--- src/rtl/cond_pkg.sv ---
// Shared definitions for the condition/flag-control unit: condition codes, NZCV bit
// positions, the delay-line entry type and parameter range checks.
package cond_pkg;

  localparam logic [3:0] COND_EQ = 4'b0000;
  localparam logic [3:0] COND_NE = 4'b0001;
  localparam logic [3:0] COND_CS = 4'b0010;
  localparam logic [3:0] COND_CC = 4'b0011;
  localparam logic [3:0] COND_MI = 4'b0100;
  localparam logic [3:0] COND_PL = 4'b0101;
  localparam logic [3:0] COND_VS = 4'b0110;
  localparam logic [3:0] COND_VC = 4'b0111;
  localparam logic [3:0] COND_HI = 4'b1000;
  localparam logic [3:0] COND_LS = 4'b1001;
  localparam logic [3:0] COND_GE = 4'b1010;
  localparam logic [3:0] COND_LT = 4'b1011;
  localparam logic [3:0] COND_GT = 4'b1100;
  localparam logic [3:0] COND_LE = 4'b1101;
  localparam logic [3:0] COND_AL = 4'b1110;

  localparam int unsigned FLAG_N = 3;
  localparam int unsigned FLAG_Z = 2;
  localparam int unsigned FLAG_C = 1;
  localparam int unsigned FLAG_V = 0;

  // One delay-line stage: write mask (bit 1 = NZ, bit 0 = CV) plus the ALU flags.
  typedef struct packed {
    logic [1:0] mask;
    logic [3:0] flags;
  } flag_wr_t;

  function automatic bit flagw_delay_legal(input int unsigned d);
    return d <= 3;
  endfunction

  function automatic bit save_depth_legal(input int unsigned d);
    return (d >= 1) && (d <= 8);
  endfunction

endpackage

--- src/rtl/cond_unit_if.sv ---
// Control-side bundle of the condition unit: FSM requests in, qualified enables and
// flag/stack status out.
interface cond_unit_if;
  logic [3:0] Cond;
  logic [3:0] ALUFlags;
  logic [1:0] FlagW;
  logic       InstrStart;
  logic       NextPC;
  logic       Branch;
  logic       RegW;
  logic       MemW;
  logic       FlagSave;
  logic       FlagRestore;
  logic       PCWrite;
  logic       RegWrite;
  logic       MemWrite;
  logic [3:0] Flags;
  logic       CondEx;
  logic       StackEmpty;
  logic       StackFull;
  logic       StackErr;

  modport master (
    output Cond, ALUFlags, FlagW, InstrStart, NextPC, Branch, RegW, MemW, FlagSave,
           FlagRestore,
    input  PCWrite, RegWrite, MemWrite, Flags, CondEx, StackEmpty, StackFull, StackErr
  );

  modport slave (
    input  Cond, ALUFlags, FlagW, InstrStart, NextPC, Branch, RegW, MemW, FlagSave,
           FlagRestore,
    output PCWrite, RegWrite, MemWrite, Flags, CondEx, StackEmpty, StackFull, StackErr
  );
endinterface

--- src/rtl/condcheck.sv ---
// ARM condition-code evaluator against an NZCV flag set.
module condcheck
  import cond_pkg::*;
(
  input  logic [3:0] cond,
  input  logic [3:0] flags,
  output logic       cond_ex
);

  logic n, z, c, v, ge;

  assign n  = flags[FLAG_N];
  assign z  = flags[FLAG_Z];
  assign c  = flags[FLAG_C];
  assign v  = flags[FLAG_V];
  assign ge = (n == v);

  always_comb begin
    cond_ex = 1'b1;
    case (cond)
      COND_EQ: cond_ex = z;
      COND_NE: cond_ex = ~z;
      COND_CS: cond_ex = c;
      COND_CC: cond_ex = ~c;
      COND_MI: cond_ex = n;
      COND_PL: cond_ex = ~n;
      COND_VS: cond_ex = v;
      COND_VC: cond_ex = ~v;
      COND_HI: cond_ex = c & ~z;
      COND_LS: cond_ex = ~c | z;
      COND_GE: cond_ex = ge;
      COND_LT: cond_ex = ~ge;
      COND_GT: cond_ex = ~z & ge;
      COND_LE: cond_ex = z | ~ge;
      default: cond_ex = 1'b1;
    endcase
  end

endmodule

--- src/rtl/flag_stack.sv ---
// LIFO of NZCV snapshots with push, pop, same-cycle swap and a sticky error flag.
module flag_stack #(
  parameter int unsigned Depth = 4
) (
  input  logic       clk,
  input  logic       reset,
  input  logic       push,
  input  logic       pop,
  input  logic [3:0] din,
  output logic [3:0] top,
  output logic       pop_ok,
  output logic       empty,
  output logic       full,
  output logic       err
);

  localparam int unsigned CntW = $clog2(Depth + 1);

  logic [3:0]      mem_q [Depth];
  logic [CntW-1:0] cnt_q, cnt_d, top_idx, wr_idx;
  logic            empty_q, full_q, err_q;
  logic            wr_en, err_set;

  assign top_idx = cnt_q - CntW'(1);

  always_comb begin
    top = '0;
    for (int i = 0; i < int'(Depth); i++) begin
      if (CntW'(i) == top_idx) top = mem_q[i];
    end
  end

  // Swap keeps the depth unchanged, so it takes precedence over overflow.
  always_comb begin
    cnt_d   = cnt_q;
    wr_en   = 1'b0;
    wr_idx  = cnt_q;
    pop_ok  = 1'b0;
    err_set = 1'b0;
    if (pop && empty_q) begin
      err_set = 1'b1;
      if (push) begin
        wr_en = 1'b1;
        cnt_d = cnt_q + CntW'(1);
      end
    end else if (push && pop) begin
      wr_en  = 1'b1;
      wr_idx = top_idx;
      pop_ok = 1'b1;
    end else if (pop) begin
      pop_ok = 1'b1;
      cnt_d  = cnt_q - CntW'(1);
    end else if (push) begin
      if (full_q) begin
        err_set = 1'b1;
      end else begin
        wr_en = 1'b1;
        cnt_d = cnt_q + CntW'(1);
      end
    end
  end

  always_ff @(posedge clk or negedge reset) begin
    if (!reset) begin
      cnt_q   <= '0;
      empty_q <= 1'b1;
      full_q  <= 1'b0;
      err_q   <= 1'b0;
      for (int i = 0; i < int'(Depth); i++) mem_q[i] <= '0;
    end else begin
      cnt_q   <= cnt_d;
      empty_q <= (cnt_d == '0);
      full_q  <= (cnt_d == CntW'(Depth));
      err_q   <= err_q | err_set;
      for (int i = 0; i < int'(Depth); i++) begin
        if (wr_en && (CntW'(i) == wr_idx)) mem_q[i] <= din;
      end
    end
  end

  assign empty = empty_q;
  assign full  = full_q;
  assign err   = err_q;

endmodule

--- src/rtl/cond_unit.sv ---
// Condition and flag-control unit: held per-instruction condition, qualified write
// enables, delayed NZ/CV flag update and a shadow flag stack.
module cond_unit
  import cond_pkg::*;
#(
  parameter int unsigned FLAGW_DELAY = 1,
  parameter int unsigned SAVE_DEPTH  = 4
) (
  input logic        clk,
  input logic        reset,
  cond_unit_if.slave bus
);

  if (!flagw_delay_legal(FLAGW_DELAY)) begin : g_bad_delay
    $error("cond_unit: FLAGW_DELAY must be 0..3");
  end
  if (!save_depth_legal(SAVE_DEPTH)) begin : g_bad_depth
    $error("cond_unit: SAVE_DEPTH must be 1..8");
  end

  logic [3:0] flags_q, stk_top;
  logic       cond_live, cond_held_q, cond_ex, pop_ok;
  flag_wr_t   wr_in, wr_out;

  condcheck u_condcheck (
    .cond    (bus.Cond),
    .flags   (flags_q),
    .cond_ex (cond_live)
  );

  assign cond_ex = bus.InstrStart ? cond_live : cond_held_q;

  always_ff @(posedge clk or negedge reset) begin
    if (!reset) begin
      cond_held_q <= 1'b1;
    end else if (bus.InstrStart) begin
      cond_held_q <= cond_live;
    end
  end

  // Writes from failed instructions are squashed before entering the delay line.
  assign wr_in = '{mask: bus.FlagW & {2{cond_ex}}, flags: bus.ALUFlags};

  if (FLAGW_DELAY == 0) begin : g_no_dly
    assign wr_out = wr_in;
  end else begin : g_dly
    for (genvar g = 0; g < FLAGW_DELAY; g++) begin : g_stage
      flag_wr_t src;
      flag_wr_t stage_q;
      if (g == 0) begin : g_head
        assign src = wr_in;
      end else begin : g_tail
        assign src = g_stage[g-1].stage_q;
      end
      always_ff @(posedge clk or negedge reset) begin
        if (!reset) stage_q <= '0;
        else        stage_q <= src;
      end
    end
    assign wr_out = g_stage[FLAGW_DELAY-1].stage_q;
  end

  flag_stack #(
    .Depth (SAVE_DEPTH)
  ) u_flag_stack (
    .clk    (clk),
    .reset  (reset),
    .push   (bus.FlagSave),
    .pop    (bus.FlagRestore),
    .din    (flags_q),
    .top    (stk_top),
    .pop_ok (pop_ok),
    .empty  (bus.StackEmpty),
    .full   (bus.StackFull),
    .err    (bus.StackErr)
  );

  // A restore request owns the flags this cycle; an underflowing one leaves them as-is.
  always_ff @(posedge clk or negedge reset) begin
    if (!reset) begin
      flags_q <= '0;
    end else if (bus.FlagRestore) begin
      if (pop_ok) flags_q <= stk_top;
    end else begin
      if (wr_out.mask[1]) flags_q[FLAG_N:FLAG_Z] <= wr_out.flags[FLAG_N:FLAG_Z];
      if (wr_out.mask[0]) flags_q[FLAG_C:FLAG_V] <= wr_out.flags[FLAG_C:FLAG_V];
    end
  end

  assign bus.Flags    = flags_q;
  assign bus.CondEx   = cond_ex;
  assign bus.PCWrite  = bus.NextPC | (bus.Branch & cond_ex);
  assign bus.RegWrite = bus.RegW & cond_ex;
  assign bus.MemWrite = bus.MemW & cond_ex;

endmodule
--- src/flat_wrapper.sv ---
// flat-port wrapper written by rule: the top's interface ports become plain ports
module cond_unit_flat import cond_pkg::*;
#(
  parameter int unsigned FLAGW_DELAY = 1,
  parameter int unsigned SAVE_DEPTH  = 4
)
  (clk, reset, bus_Cond, bus_ALUFlags, bus_FlagW, bus_InstrStart, bus_NextPC, bus_Branch, bus_RegW, bus_MemW, bus_FlagSave, bus_FlagRestore, bus_PCWrite, bus_RegWrite, bus_MemWrite, bus_Flags, bus_CondEx, bus_StackEmpty, bus_StackFull, bus_StackErr);
  cond_unit_if bus_i ();
  input logic clk;
  input logic reset;
  input wire logic [$bits(bus_i.Cond)-1:0] bus_Cond;
  input wire logic [$bits(bus_i.ALUFlags)-1:0] bus_ALUFlags;
  input wire logic [$bits(bus_i.FlagW)-1:0] bus_FlagW;
  input wire logic [$bits(bus_i.InstrStart)-1:0] bus_InstrStart;
  input wire logic [$bits(bus_i.NextPC)-1:0] bus_NextPC;
  input wire logic [$bits(bus_i.Branch)-1:0] bus_Branch;
  input wire logic [$bits(bus_i.RegW)-1:0] bus_RegW;
  input wire logic [$bits(bus_i.MemW)-1:0] bus_MemW;
  input wire logic [$bits(bus_i.FlagSave)-1:0] bus_FlagSave;
  input wire logic [$bits(bus_i.FlagRestore)-1:0] bus_FlagRestore;
  output wire logic [$bits(bus_i.PCWrite)-1:0] bus_PCWrite;
  output wire logic [$bits(bus_i.RegWrite)-1:0] bus_RegWrite;
  output wire logic [$bits(bus_i.MemWrite)-1:0] bus_MemWrite;
  output wire logic [$bits(bus_i.Flags)-1:0] bus_Flags;
  output wire logic [$bits(bus_i.CondEx)-1:0] bus_CondEx;
  output wire logic [$bits(bus_i.StackEmpty)-1:0] bus_StackEmpty;
  output wire logic [$bits(bus_i.StackFull)-1:0] bus_StackFull;
  output wire logic [$bits(bus_i.StackErr)-1:0] bus_StackErr;
  assign bus_i.Cond = bus_Cond;
  assign bus_i.ALUFlags = bus_ALUFlags;
  assign bus_i.FlagW = bus_FlagW;
  assign bus_i.InstrStart = bus_InstrStart;
  assign bus_i.NextPC = bus_NextPC;
  assign bus_i.Branch = bus_Branch;
  assign bus_i.RegW = bus_RegW;
  assign bus_i.MemW = bus_MemW;
  assign bus_i.FlagSave = bus_FlagSave;
  assign bus_i.FlagRestore = bus_FlagRestore;
  assign bus_PCWrite = bus_i.PCWrite;
  assign bus_RegWrite = bus_i.RegWrite;
  assign bus_MemWrite = bus_i.MemWrite;
  assign bus_Flags = bus_i.Flags;
  assign bus_CondEx = bus_i.CondEx;
  assign bus_StackEmpty = bus_i.StackEmpty;
  assign bus_StackFull = bus_i.StackFull;
  assign bus_StackErr = bus_i.StackErr;
  cond_unit #(.FLAGW_DELAY(FLAGW_DELAY), .SAVE_DEPTH(SAVE_DEPTH)) u_core (.clk(clk), .reset(reset), .bus(bus_i));
endmodule
--- config.mk ---
export PLATFORM = sky130hd
export DESIGN_NAME = cond_unit_flat
export DESIGN_NICKNAME = d
export VERILOG_FILES = /design/src/rtl/cond_pkg.sv /design/src/rtl/cond_unit_if.sv /design/src/rtl/condcheck.sv /design/src/rtl/flag_stack.sv /design/src/rtl/cond_unit.sv /design/src/flat_wrapper.sv
export SDC_FILE = /design/constraint.sdc
export NUM_CORES = 1
export LEC_CHECK = 0
export BUFFER_PORTS_ARGS = -buffer_cell sky130_fd_sc_hd__buf_2
export CAP_MARGIN = 20
export CELL_PAD_IN_SITES_DETAIL_PLACEMENT = 0
export CELL_PAD_IN_SITES_GLOBAL_PLACEMENT = 1
export CORE_AREA = 2 2 49 96
export CTS_BUF_LIST = sky130_fd_sc_hd__clkbuf_16
export DETAILED_ROUTE_END_ITERATION = 8
export DIE_AREA = 0 0 51 98
export PLACE_DENSITY_LB_ADDON = 0.12
export SETUP_SLACK_MARGIN = 0.02
export SYNTH_ARGS = -nofsm -noshare
export SYNTH_HDL_FRONTEND = slang
export SYNTH_SLANG_ARGS = --single-unit
export TNS_END_PERCENT = 5
--- constraint.sdc ---
create_clock -name clk -period 2.4 [get_ports clk]
set_clock_uncertainty 0.15 [all_clocks]
set_input_delay 0.48 -clock clk [delete_from_list [all_inputs] [get_ports clk]]
set_output_delay 0.48 -clock clk [all_outputs]
set_load 0.02 [all_outputs]
==> Word-level counts from Yosys, hierarchy flattened <==
Index checks and enable logic that the tools add are counted.
{ "op_classes": {"n_bitwise": 15, "n_shift": 0, "div_mod_pow": 0, "n_lt_le_gt_ge": 0, "n_mux": 32, "n_reduce_logical": 14, "n_eq_ne": 22, "add_sub_neg": 2, "n_mul": 0} }
{ "op_table": {"columns": ["operator", "n"], "rows": [
  ["4-bit == test, second input constant", 6],
  ["3-bit 2-to-1 mux", 8],
  ["4-bit 2-to-1 mux", 6],
  ["4-bit by 3-bit == test with 1-bit output, second input constant", 4],
  ["1-bit 2-to-1 mux", 15],
  ["1-bit case mux with 14 select lines", 1],
  ["2-bit by 3-bit == test with 1-bit output, first input constant", 4],
  ["3-bit logical NOT", 3],
  ["4-bit by 2-bit == test with 1-bit output, second input constant", 2],
  ["1-bit by 3-bit == test with 1-bit output, first input constant", 2],
  ["1-bit logical AND", 6],
  ["1-bit AND", 5],
  ["1-bit NOT", 5],
  ["4-bit by 1-bit == test with 1-bit output, second input constant", 1],
  ["4-bit logical NOT", 1],
  ["2-bit 2-to-1 mux", 2],
  ["1-bit OR", 4],
  ["2-bit AND reduction", 2],
  ["2-bit nonzero test", 2],
  ["3-bit by 1-bit adder with 3-bit output, second input constant", 1],
  ["3-bit == test, second input constant", 1],
  ["3-bit by 1-bit subtractor with 3-bit output, second input constant", 1],
  ["2-bit AND", 1],
  ["2-bit by 1-bit inequality test with 1-bit output, second input constant", 1],
  ["1-bit == test", 1]
]} }
{ "totals": {"register_bits": 33, "inputBits": 19, "n_memories": 0, "wordCells": 98, "latch_bits": 0, "ramBits": 0, "rom_bits": 0} }

==> Logic depth before layout (Yosys ltp) <==
Gate-level depths: netlist of the first run.
{ "logic_depth": {"depth_word": 8, "depth_mapped": 7, "depth_no_buf": 7} }

==> By module <==
From an unflattened synthesis of the first run, not the netlist that was laid out.
{ "unflattened": {"cells_unflattened": 180, "hier_area_um2": 2054.5} }
{ "modules_own_cells": {"columns": ["module", "n_inst", "area_each_um2", "cells_per_inst", "seq_area_each_um2"], "rows": [
  ["flag_stack", 1, 1436.4, 126, 551.8],
  ["cond_unit", 1, 452.9, 31, 276.5],
  ["condcheck", 1, 165.2, 23, 0.0]
]} }

==> Worst setup path before layout of the first run <==
No wires, ideal clock.
{ "synth_timing": {"path_kind": "reg-to-output", "start": "reg u_core.flags_q[1], in the netlist u_core.bus.Flags[1]", "end": "out bus_MemWrite", "t_arrival_ns": 1.910, "setup_slack_ns": -0.140, "path_stages_with_launch": 6, "path_buffers": 0, "cell_sequence": "dfrtp_1 mux4_1 xnor2_1 o21a_1 a31oi_4 and2_1"} }
{ "synth_between": {"elab_chain_len": 5, "word_cells_on_any_way": 6} }
{ "synth_lines": {"columns": ["item", "line", "rtl"], "rows": [
  ["start, declared", "cond_unit.sv:21", "logic [3:0] flags_q, stk_top;"],
  ["start signal, assigned", "cond_unit.sv:83", "if (pop_ok) flags_q <= stk_top;"],
  ["start signal, assigned by index", "cond_unit.sv:85", "if (wr_out.mask[1]) flags_q[FLAG_N:FLAG_Z] <= wr_out.flags[FLAG_N:FLAG_Z];"],
  ["start signal, assigned by index", "cond_unit.sv:86", "if (wr_out.mask[0]) flags_q[FLAG_C:FLAG_V] <= wr_out.flags[FLAG_C:FLAG_V];"],
  ["1-bit NOT", "condcheck.sv:24, condcheck.sv:30", null],
  ["1-bit OR", "condcheck.sv:30", "COND_LS: cond_ex = ~c | z;"],
  ["1-bit case mux with 14 select lines (*)", "condcheck.sv:20", "case (cond)"],
  ["1-bit 2-to-1 mux (*)", "cond_unit.sv:31", "assign cond_ex = bus.InstrStart ? cond_live : cond_held_q;"],
  ["via bus_CondEx", "flat_wrapper.sv:25", "output wire logic [$bits(bus_i.CondEx)-1:0] bus_CondEx;"],
  ["1-bit AND (*)", "cond_unit.sv:94", "assign bus.MemWrite = bus.MemW & cond_ex;"],
  ["end, declared", "flat_wrapper.sv:23", "output wire logic [$bits(bus_i.MemWrite)-1:0] bus_MemWrite;"]
]} }
The timed path passes the listed nets; every way through them passes the cells marked *.

==> Worst setup path in the final report of the first run <==
{ "layout_timing": {"start": "reg u_core.flags_q[0], in the netlist u_core.bus.Flags[0]", "end": "out bus_MemWrite"} }
{ "layout_between": {"elab_chain_len": 6, "word_cells_on_any_way": 8} }
{ "layout_lines": {"columns": ["item", "line", "rtl"], "rows": [
  ["1-bit == test", "condcheck.sv:16", "assign ge = (n == v);"],
  ["1-bit NOT", "condcheck.sv:32, condcheck.sv:34", null],
  ["1-bit OR", "condcheck.sv:34", "COND_LE: cond_ex = z | ~ge;"],
  ["1-bit case mux with 14 select lines (*)", "condcheck.sv:20", null],
  ["1-bit 2-to-1 mux (*)", "cond_unit.sv:31", null],
  ["1-bit AND (*)", "cond_unit.sv:94", null]
]} }
Mark *: on every way between the ends. The rest lies on a longest branch, timed or not.

==> results.cfg, run 1 <==
[status]
outcome = finished with violations
violations = negative setup slack

[floorplan]
dieArea_mm2 = 0.00500
core_mm2 = 0.00430
initial_core_util_pct = 42.2
fp-row-count = 34
die_w_um = 51
ioPinCount = 30
fp.dieH_um = 98

[drt]
wirelength_um = 4150
wire_per_inst_um = 16.1
antenna_left = 0
drtIter0Drc = 12
avgViaCountPerCell = 5.37
drc = 0
dr.pass1.iters = 4
vias = 1385

[layout]
most-common-layout-cells = dfrtp_1, buf_2, mux2_2, buf_4, nor2_1
finalInstanceArea_mm2 = 0.00226
area.growth.synth_to_final_pct = 24.6
antenna_cells = 0
final_util_pct = 52.6
nets = 228
layout_commonest_cell = dfrtp_1
drive_above_1_share_pct = 37.3

[clock_network]
clk_latency_ps = 270
clk_transition_reported_paths_ps = 50
clockBufferDepth = 2
cts.sinks = 33
cts-hold-fix-buffers = 0
root_buffer = clkbuf_16
h-tree-depth = 2
post_cts_buffers = 0
cts_tree = yes
cts_buffers = 5

[synth]
synth_seq_area_share_pct = 45.7
synth_seq_cells = 33
synth_cell_types = 41
synth_edf_count = 0
synth_ff_type = dfrtp_1
async_flop_share_pct = 100
syn-instance-count = 161
avgSynthCellArea_um2 = 11.3
yosys_warnings = 0
syn_area_mm2 = 0.00181
synth_nets = 186

[timing]
worst_slew_pin_slew_ps = 742
setup_slack_ps = -205
setup_viol = 4
whs_ps = 126
tns_ps = -702
rsz0062_at_grt = yes
relSlewSlack_pct = 50.5
layout_min_cycle_time_ps = 2610
hold_viol = 0
slew_violations = 0
period_share_pct = 109
fmax_mhz = 384

[grt]
grt_max_degree = 34
grt_pass1_wl_um = 7120
grt_use_met1_pct = 19.6
antenna_found_initial = 0
grt_pass1_vias = 1497
grt.total_usage_pct = 18.8
gr-usage-met2_pct = 35.5
use_met3_pct = 3.67
gr-total-overflow = 0
busiest_layer = met2

[pwr]
combPwrFrac_pct = 47.1
p_sw_mw = 1.04
power_frac_seq_pct = 31.8
vdd_drop_max_uv = 697
p_leak_nw = 1.04
swShare_pct = 37.5
clkPwrFrac_pct = 21.2
total_power_mw = 2.77
power.density_mw_per_mm2 = 1220
internal_power_mw = 1.73

[worst_setup_path]
cpMostUsedCell = buf_4
crit_fanout = 5
crit_required_ps = 1770
crit_chain = buf_4 > xor2_4 > o311ai_1 > a311o_1 > a31oi_4 > and2_4 > buf_4
crit_path_end_kind = output port
slowest_delay_ps = 400
worst_ep_arrival_time_ps = 1980
crit_type = flip-flop to output port
crit_slowest_cell = dfrtp_2
crit_path_start_kind = flip-flop

[place]
dp_hpwl_um = 3200
place_area_mm2 = 0.00209
portBuffers = 29
routabilityCongestion = 0.781

[flow_run]
cap_violations = 0

[min_path]
hold_path.class = primary input to asynchronous set/reset pin
==> synthesized netlist by cell type (all sizes together), types with 2 or more instances <==
| library cell | count | area, um2 |
|---|---|---|
| a31oi | 2 | 27.5 |
| nand2 | 8 | 30.0 |
| buf | 4 | 18.8 |
| o21ai | 5 | 25.0 |
| mux2 | 16 | 180 |
| inv | 4 | 15.0 |
| nand3b | 2 | 15.0 |
| nor3b | 2 | 20.0 |
| and3 | 2 | 12.5 |
| dfrtp | 31 | 776 |
| a221o | 4 | 41.3 |
| a221oi | 4 | 35.0 |
| xnor2 | 4 | 35.0 |
| nor2 | 12 | 45.0 |
| dfstp | 2 | 52.6 |
| xor2 | 4 | 35.0 |
| and2 | 5 | 31.3 |
| nor2b | 11 | 68.8 |
| ha | 6 | 75.1 |
| nor3 | 6 | 30.0 |
| mux2i | 7 | 70.1 |
| o31ai | 5 | 37.5 |
| o311ai | 2 | 25.0 |
==> registers in the layout, summed over array words and instances, names as in the netlist <==
name / cells
u_core.u_flag_stack.cnt_q: 3
u_core.u_flag_stack.full: 1
u_core.u_flag_stack.mem_q: 16
u_core.bus.Flags: 4
u_core.g_dly.g_stage.stage_q: 6
u_core.cond_held_q: 1
u_core.u_flag_stack.empty: 1
u_core.u_flag_stack.err: 1
==> per-layer routing <==
metal,wire length (um),part of all wire (%)
met1,1580,38
met5,0,0
met2,2410,58
met3,109,2.6
met4,53,1.3
==> repair_timing <==
item,in CTS,in global routing
setup endpoints to repair,4,8
gates resized for setup,5,2
pin swaps,3,1
==> through the flow <==
stage	instances	worst slack, ps
3_3_place_gp	250	-207
6_report	258	-205
2_1_floorplan	161	-98.2
4_1_cts	258	-214
3_5_place_dp	250	-214
5_1_grt	258	-293
==> final timing paths <==
path	start	endpoint	slack, ps	cells after the start
min	reset	u_core.u_flag_stack.err$_DFF_PN0_	130	1
min reg2reg	u_core.u_flag_stack.err$_DFF_PN0_	u_core.u_flag_stack.err$_DFF_PN0_	330	2
min in group clk	bus_ALUFlags[0]	u_core.g_dly.g_stage[0].stage_q[0]$_DFF_PN0_	170	1
max	u_core.bus.Flags[0]$_DFFE_PN0P_	bus_MemWrite	-210	7
max in group asynchronous	reset	u_core.bus.Flags[1]$_DFFE_PN0P_	1450	1
max reg2reg	u_core.u_flag_stack.cnt_q[0]$_DFF_PN0_	u_core.u_flag_stack.mem_q[0]$_DFFE_PN0P_	130	7
==> cell type report <==
cell class | instances | area [um2]
fillers | 389 | 2040
multi-input cells | 119 | 975
flip-flops and latches | 33 | 832
repair buffers | 40 | 235
clock buffers | 5 | 125
well taps | 54 | 67.6
inverters | 4 | 15.0
clock inverters | 3 | 11.3
==> power groups by stage <==
| stage | sequential [mW] | combinational, mW | clock, mW |
|---|---|---|---|
| floorplan | 0.959 | 0.788 | 0 |
| global placement | 0.881 | 1.25 | 0 |
| detailed placement | 0.889 | 1.27 | 0 |
| CTS | 0.881 | 1.31 | 0.598 |
| global route | 0.902 | 1.44 | 0.625 |
| finish | 0.878 | 1.30 | 0.586 |
==> kinds of logic (layout without fill, tap and decap cells) <==
kind of cell,after synthesis,after routing,share of synthesized area [%]
compound gates,28,28,13.2
xor+xnor,8,8,3.86
fa+ha+maj,6,6,4.14
buf+inv,9,52,2.07
flops,33,33,45.7
mux,24,24,15.2
simple gates,53,53,15.9
==> worst max-delay path: cells and delay by family (launching register included) <==
family                 cells  cell delay (ps)
AND/OR/NAND/NOR            1              170
flip-flops                 1              400
XOR/XNOR                   1              190
AO/OA/AOI/OAI              3              670
buffers and inverters      2              280
No activity file was read; power rests on OpenSTA's default activity.
==> run 2: changes to the inputs <==
--- a/config.mk
+++ b/config.mk
@@ -9,13 +9,15 @@
 export CAP_MARGIN = 20
 export CELL_PAD_IN_SITES_DETAIL_PLACEMENT = 0
 export CELL_PAD_IN_SITES_GLOBAL_PLACEMENT = 1
-export CORE_AREA = 2 2 49 96
+export CORE_AREA = 2 2 51 101
 export CTS_BUF_LIST = sky130_fd_sc_hd__clkbuf_16
 export DETAILED_ROUTE_END_ITERATION = 8
-export DIE_AREA = 0 0 51 98
+export DIE_AREA = 0 0 53 103
+export HOLD_SLACK_MARGIN = 0.05
 export PLACE_DENSITY_LB_ADDON = 0.12
 export SETUP_SLACK_MARGIN = 0.02
 export SYNTH_ARGS = -nofsm -noshare
 export SYNTH_HDL_FRONTEND = slang
+export SYNTH_HIERARCHICAL = 1
 export SYNTH_SLANG_ARGS = --single-unit
 export TNS_END_PERCENT = 5
==> run 2 against run 1 <==
Compared with the run above: the run still ends with negative setup slack left; clock-buffer cell count unchanged; sequential power increased by 8.1%; via count increased by 8.7%; final area increased by 13%; flip-flop and latch count unchanged; synthesized cell count increased by 12%; combinational power increased by 33%; critical path type unchanged; largest cell class unchanged.
==> results.cfg, run 2 <==
[synth]
yosysTopAreaCell = dfrtp_1
synth_nets = 204
syn_area_mm2 = 0.00205
syn-instance-count = 180
post-synth-top-area-fraction_pct = 37.8
synth_common_cells = dfrtp_1, mux2i_1, inv_1
synth_seq_cells = 33
yosys-top-cells-area = dfrtp_1, mux2i_1, mux2_4
yosysMostFrequentCell = dfrtp_1
avgSynthCellArea_um2 = 11.4
yosys_warnings = 6
synth_cell_types = 50
async_flop_share_pct = 100
synth_ff_type = dfrtp_1
synth_edf_count = 0
synth_seq_area_share_pct = 40.3

[layout]
layout_commonest_cell = dfrtp_1
most-common-layout-cells = dfrtp_1, buf_2, buf_4, mux2i_1, inv_1
nets = 247
largest_register_ffs = 16
regMostFlops = u_core/u_flag_stack/mem_q
antenna_cells = 0
drive_above_1_share_pct = 41.1
fin_cells = 281
area.growth.synth_to_final_pct = 24.7

[clock_network]
cts_tree = yes
cts_buffers = 5
root_buffer = clkbuf_16
clk_transition_reported_paths_ps = 60
clk_latency_ps = 280
cts-hold-fix-buffers = 0
clockBufferDepth = 2
h-tree-depth = 2
cts.sinks = 33

[drt]
antenna_left = 0
drc = 0
wire_per_inst_um = 15.9
dr.pass1.iters = 4
avgViaCountPerCell = 5.36
drtIter0Drc = 21
vias = 1506
wirelength_um = 4480

[timing]
rsz0062_at_grt = yes
period_share_pct = 109
setup_viol = 4
relSlewSlack_pct = 51.2
layout_min_cycle_time_ps = 2610
slew_violations = 0
worst_slew_pin_slew_ps = 731
hold_viol = 0
setup_slack_ps = -214
fmax_mhz = 383

[floorplan]
core_mm2 = 0.00473
fp.dieH_um = 103
ioPinCount = 30
initial_core_util_pct = 43.4
dieArea_mm2 = 0.00546
die_w_um = 53
fp-row-count = 36

[pwr]
total_power_mw = 3.52
p_leak_nw = 1.22
power.density_mw_per_mm2 = 1370
vdd_drop_max_uv = 1070

[worst_setup_path]
r2r_slack_ps = 170
crit_type = flip-flop to output port
critPathTopFamily = compound AO/OA/AOI/OAI gates
worst-path-buf-inv = 1
slowest_delay_ps = 420
worst_ep_arrival_time_ps = 1980
crit_slowest_cell = dfrtp_2
crit_required_ps = 1770
crit_chain = and3b_1 > a22oi_2 > xnor2_1 > a211o_1 > mux2_4 > a21o_1 > buf_6
crit_fanout = 6
crit_path_end_kind = output port
crit_path_start_kind = flip-flop

[grt]
grt_max_degree = 34
grt_pass1_wl_um = 7490
antenna_found_initial = 0
grt.total_usage_pct = 18.6
gr-total-overflow = 0
grt_pass1_vias = 1564

[status]
violations = negative setup slack
outcome = finished with violations

[min_path]
hold_path.class = primary input to asynchronous set/reset pin

[place]
dp_hpwl_um = 3240
dp.cells = 271
portBuffers = 29
routabilityCongestion = 0.756

[flow_run]
cap_violations = 0
run 2: changes by cell type in the layout (fill, tap and decap cells not counted), moves of 4 or more:
| cell | delta |
|---|---|
| nand2_1 | -4 |
| o31ai_1 | -5 |
| nor2b_1 | -8 |
| nor3_1 | -4 |
| mux2_4 | +9 |
| nor2_1 | -7 |
| a22o_1 | +4 |
| inv_1 | +5 |
| mux2i_1 | +10 |
| a21oi_1 | +8 |
| mux2_2 | -7 |
run 2: worst paths after layout:
| kind | from | to | cells after the start |
|---|---|---|---|
| max in group asynchronous | reset | u_core/bus.Flags[0]$_DFFE_PN0P_ | 1 |
| worst max register to register | u_core/u_flag_stack/cnt_q[1]$_DFF_PN0_ | u_core/u_flag_stack/mem_q[15]$_DFFE_PN0P_ | 7 |
| min in group clk | bus_ALUFlags[0] | u_core/g_dly.g_stage[0].stage_q[0]$_DFF_PN0_ | 1 |
| worst min register to register | u_core/u_flag_stack/err$_DFF_PN0_ | u_core/u_flag_stack/err$_DFF_PN0_ | 1 |
| worst min-delay path | reset | u_core/g_dly.g_stage[0].stage_q[5]$_DFF_PN0_ | 1 |
| worst max-delay path | u_core/bus.Flags[2]$_DFFE_PN0P_ | bus_PCWrite | 7 |
run 2: kinds of logic (layout without fill, tap and decap cells):
| logic type | after synthesis | count (layout) | share of synthesized area (%) |
|---|---|---|---|
| AO/OA/AOI/OAI | 40 | 40 | 15.6 |
| XOR/XNOR | 6 | 6 | 2.56 |
| adder cells (fa/ha/maj) | 5 | 5 | 3.05 |
| buffers and inverters | 22 | 66 | 5.54 |
| flip-flops | 33 | 33 | 40.3 |
| multiplexers | 35 | 35 | 19.8 |
| AND/OR/NAND/NOR | 39 | 39 | 13.2 |
run 2: final cells by class:
cell class              instances  area, um2
clock inverters                 3       68.8
repair buffers                 46        292
clock buffers                   5        125
well taps                      57       71.3
multi-input cells             125       1130
flip-flops and latches         33        832
inverters                      12       45.0
fillers                       444       2170
run 2: metal layers:
| metal | vias to the layer above | track usage [%] | wire length (um) |
|---|---|---|---|
| li1 | 745 | - | - |
| met3 | 5 | 3.48 | 94 |
| met2 | 16 | 28.8 | 2180 |
| met1 | 740 | 25.6 | 2140 |
| met5 | - | 0 | 0 |
| met4 | 0 | 6.51 | 64 |
run 2: what timing repair did:
action | CTS | global route
pin swaps | 4 | 1
setup endpoints to repair | 4 | 4
resized for setup | 8 | 2
setup buffers | 1 | 1
run 2: report_power, final:
group | leakage (nW) | internal, mW | switching, mW
logic | 0.721 | 0.845 | 0.881
clock network | 0.0944 | 0.598 | 0.242
registers | 0.403 | 0.788 | 0.161
run 2: worst register-to-register path, cell delays in order, from the launching register on:
cell	delay (ps)
dfrtp_1	340
inv_1	90
ha_1	190
ha_1	320
mux2i_1	240
a31oi_4	190
a21oi_4	240
mux2_2	360
run 2: stage by stage:
stage | cell area, um2 | setup slack (ps) | TNS (ps) | hold slack, ps | utilization [%]
global route | 2560 | -273 | -901 | 149 | 54.2
detailed placement | 2320 | -133 | -394 | 311 | 49.1
floorplan | 2070 | 3.77 | 0 | 34.4 | -
finish | 2560 | -214 | -666 | 109 | 54.2
global placement | 2320 | -114 | -340 | 309 | 49.1
CTS | 2550 | -217 | -672 | 132 | 53.8
==> run 3: changes to the inputs <==
--- a/config.mk
+++ b/config.mk
@@ -16,6 +16,7 @@
 export HOLD_SLACK_MARGIN = 0.05
 export PLACE_DENSITY_LB_ADDON = 0.12
 export SETUP_SLACK_MARGIN = 0.02
+export SKIP_LAST_GASP = 1
 export SYNTH_ARGS = -nofsm -noshare
 export SYNTH_HDL_FRONTEND = slang
 export SYNTH_HIERARCHICAL = 1
==> run 3 against run 2 <==
Compared with the run above: the flow still finishes with violations (negative setup slack); clock power about the same; register-to-register slack about the same; critical path type unchanged; die area unchanged; flip-flop and latch count unchanged; sequential power about the same; clock-buffer cell count unchanged; sequential share of layout area unchanged.
==> results.cfg, run 3 (synthesized netlist as in run 2, its figures left out) <==
[floorplan]
fp.dieH_um = 103
initial_core_util_pct = 43.4
core_mm2 = 0.00473
fp-row-count = 36
dieArea_mm2 = 0.00546
die_w_um = 53
ioPinCount = 30

[place]
dpl_worst_slack_ps = -133
routabilityCongestion = 0.756
place_area_mm2 = 0.00232
dp.cells = 271
portBuffers = 29
dp_hpwl_um = 3240

[timing]
setup_viol = 4
tns_ps = -716
layout_min_cycle_time_ps = 2620
period_share_pct = 109
fmax_mhz = 382
relSlewSlack_pct = 51.2
setup_slack_ps = -217
rsz0062_at_grt = yes
slew_violations = 0
worst_slew_pin_slew_ps = 731
hold_viol = 0
whs_ps = 109

[pwr]
clkPwrFrac_pct = 23.9
total_power_mw = 3.52
p_sw_mw = 1.29
vdd_drop_max_uv = 1070
power.density_mw_per_mm2 = 1370
swShare_pct = 36.5
power_frac_seq_pct = 27.0
p_leak_nw = 1.22
combPwrFrac_pct = 49.1
internal_power_mw = 2.23

[worst_setup_path]
crit_type = flip-flop to output port
crit_fanout = 6
ff2ff_path_depth = 7
r2r_start = u_core/u_flag_stack/cnt_q[1]$_DFF_PN0_
critPathTopFamily = compound AO/OA/AOI/OAI gates
critical_path_depth = 7
slowest_delay_ps = 420
crit_slowest_cell = dfrtp_2
crit_chain = and3b_1 > a22oi_2 > xnor2_1 > a211o_1 > mux2_4 > a21o_1 > buf_6
crit_required_ps = 1770
crit_path_start_kind = flip-flop
worst-path-buf-inv = 1
worstReg2RegEnd = u_core/u_flag_stack/mem_q[15]$_DFFE_PN0P_
crit_path_end_kind = output port
r2r_slack_ps = 170
worst_ep_arrival_time_ps = 1990

[layout]
fin_cells = 281
antenna_cells = 0
largest_register_ffs = 16
final_util_pct = 54.2
area.growth.synth_to_final_pct = 24.7
finalInstanceArea_mm2 = 0.00256
most-common-layout-cells = dfrtp_1, buf_2, buf_4, mux2i_1, inv_1
nFillCells = 444
regMostFlops = u_core/u_flag_stack/mem_q
layout_commonest_cell = dfrtp_1
nets = 247
drive_above_1_share_pct = 41.1

[drt]
wire_per_inst_um = 16.0
drc = 0
dr.pass1.iters = 4
antenna_left = 0
drtIter0Drc = 21
vias = 1503
wirelength_um = 4490
avgViaCountPerCell = 5.35

[status]
violations = negative setup slack
outcome = finished with violations

[flow_run]
cap_violations = 0

[clock_network]
cts.sinks = 33
clk_transition_reported_paths_ps = 60
root_buffer = clkbuf_16
cts-hold-fix-buffers = 0
h-tree-depth = 2
cts_tree = yes
cts_buffers = 5
clockBufferDepth = 2
clk_latency_ps = 280

[grt]
grt_pass1_vias = 1553
grt_pass1_wl_um = 7460
antenna_found_initial = 0
grt_max_degree = 34
grt.total_usage_pct = 18.5
gr-total-overflow = 0

[min_path]
hold_path.class = primary input to asynchronous set/reset pin
## run 3: power by group through the flow
stage	logic [mW]	registers (mW)	clock network [mW]
6_report	1.73	0.949	0.840
5_1_grt	1.89	0.980	0.876
4_1_cts	1.71	0.948	0.859
3_5_place_dp	1.68	0.955	0
3_3_place_gp	1.66	0.952	0
2_1_floorplan	1.19	0.994	0
## run 3: what timing repair did
item                                    in CTS  in global routing
gates resized for setup                      8                  2
pin swaps                                    2                  1
buffers inserted                             1                  1
endpoints found under the setup margin       4                  4
hold endpoints to repair                     0                  0
## run 3: layer usage
| layer | routed length [um] | track usage [%] |
|---|---|---|
| met1 | 2150 | 25.6 |
| met2 | 2180 | 28.7 |
| met3 | 94 | 3.48 |
| met4 | 64 | 6.51 |
| met5 | 0 | 0 |
## run 3: worst reg2reg max path, stage by stage (launching register included)
cell     delay [ps]
dfrtp_1         340
inv_1            90
ha_1            190
ha_1            320
mux2i_1         240
a31oi_4         190
a21oi_4         240
mux2_2          360
## run 3: cell type report
type                    instances  area, um2  area share [%]
multi-input cells             125       1130            44.0
flip-flops and latches         33        832            32.5
repair buffers                 46        292            11.4
clock buffers                   5        125            4.88
well taps                      57       71.3            2.78
clock inverters                 3       68.8            2.69
inverters                      12       45.0            1.76
## run 3: worst max path at each step
stage | slack (ps) | to | start
CTS | -220 | bus_PCWrite | u_core/bus.Flags[2]$_DFFE_PN0P_
floorplan | 4 | bus_PCWrite | bus_Cond[3]
finish | -220 | bus_PCWrite | u_core/bus.Flags[2]$_DFFE_PN0P_
global placement | -110 | bus_PCWrite | bus_Cond[1]
detailed placement | -130 | bus_PCWrite | bus_Cond[2]
global route | -270 | bus_PCWrite | u_core/bus.Flags[2]$_DFFE_PN0P_
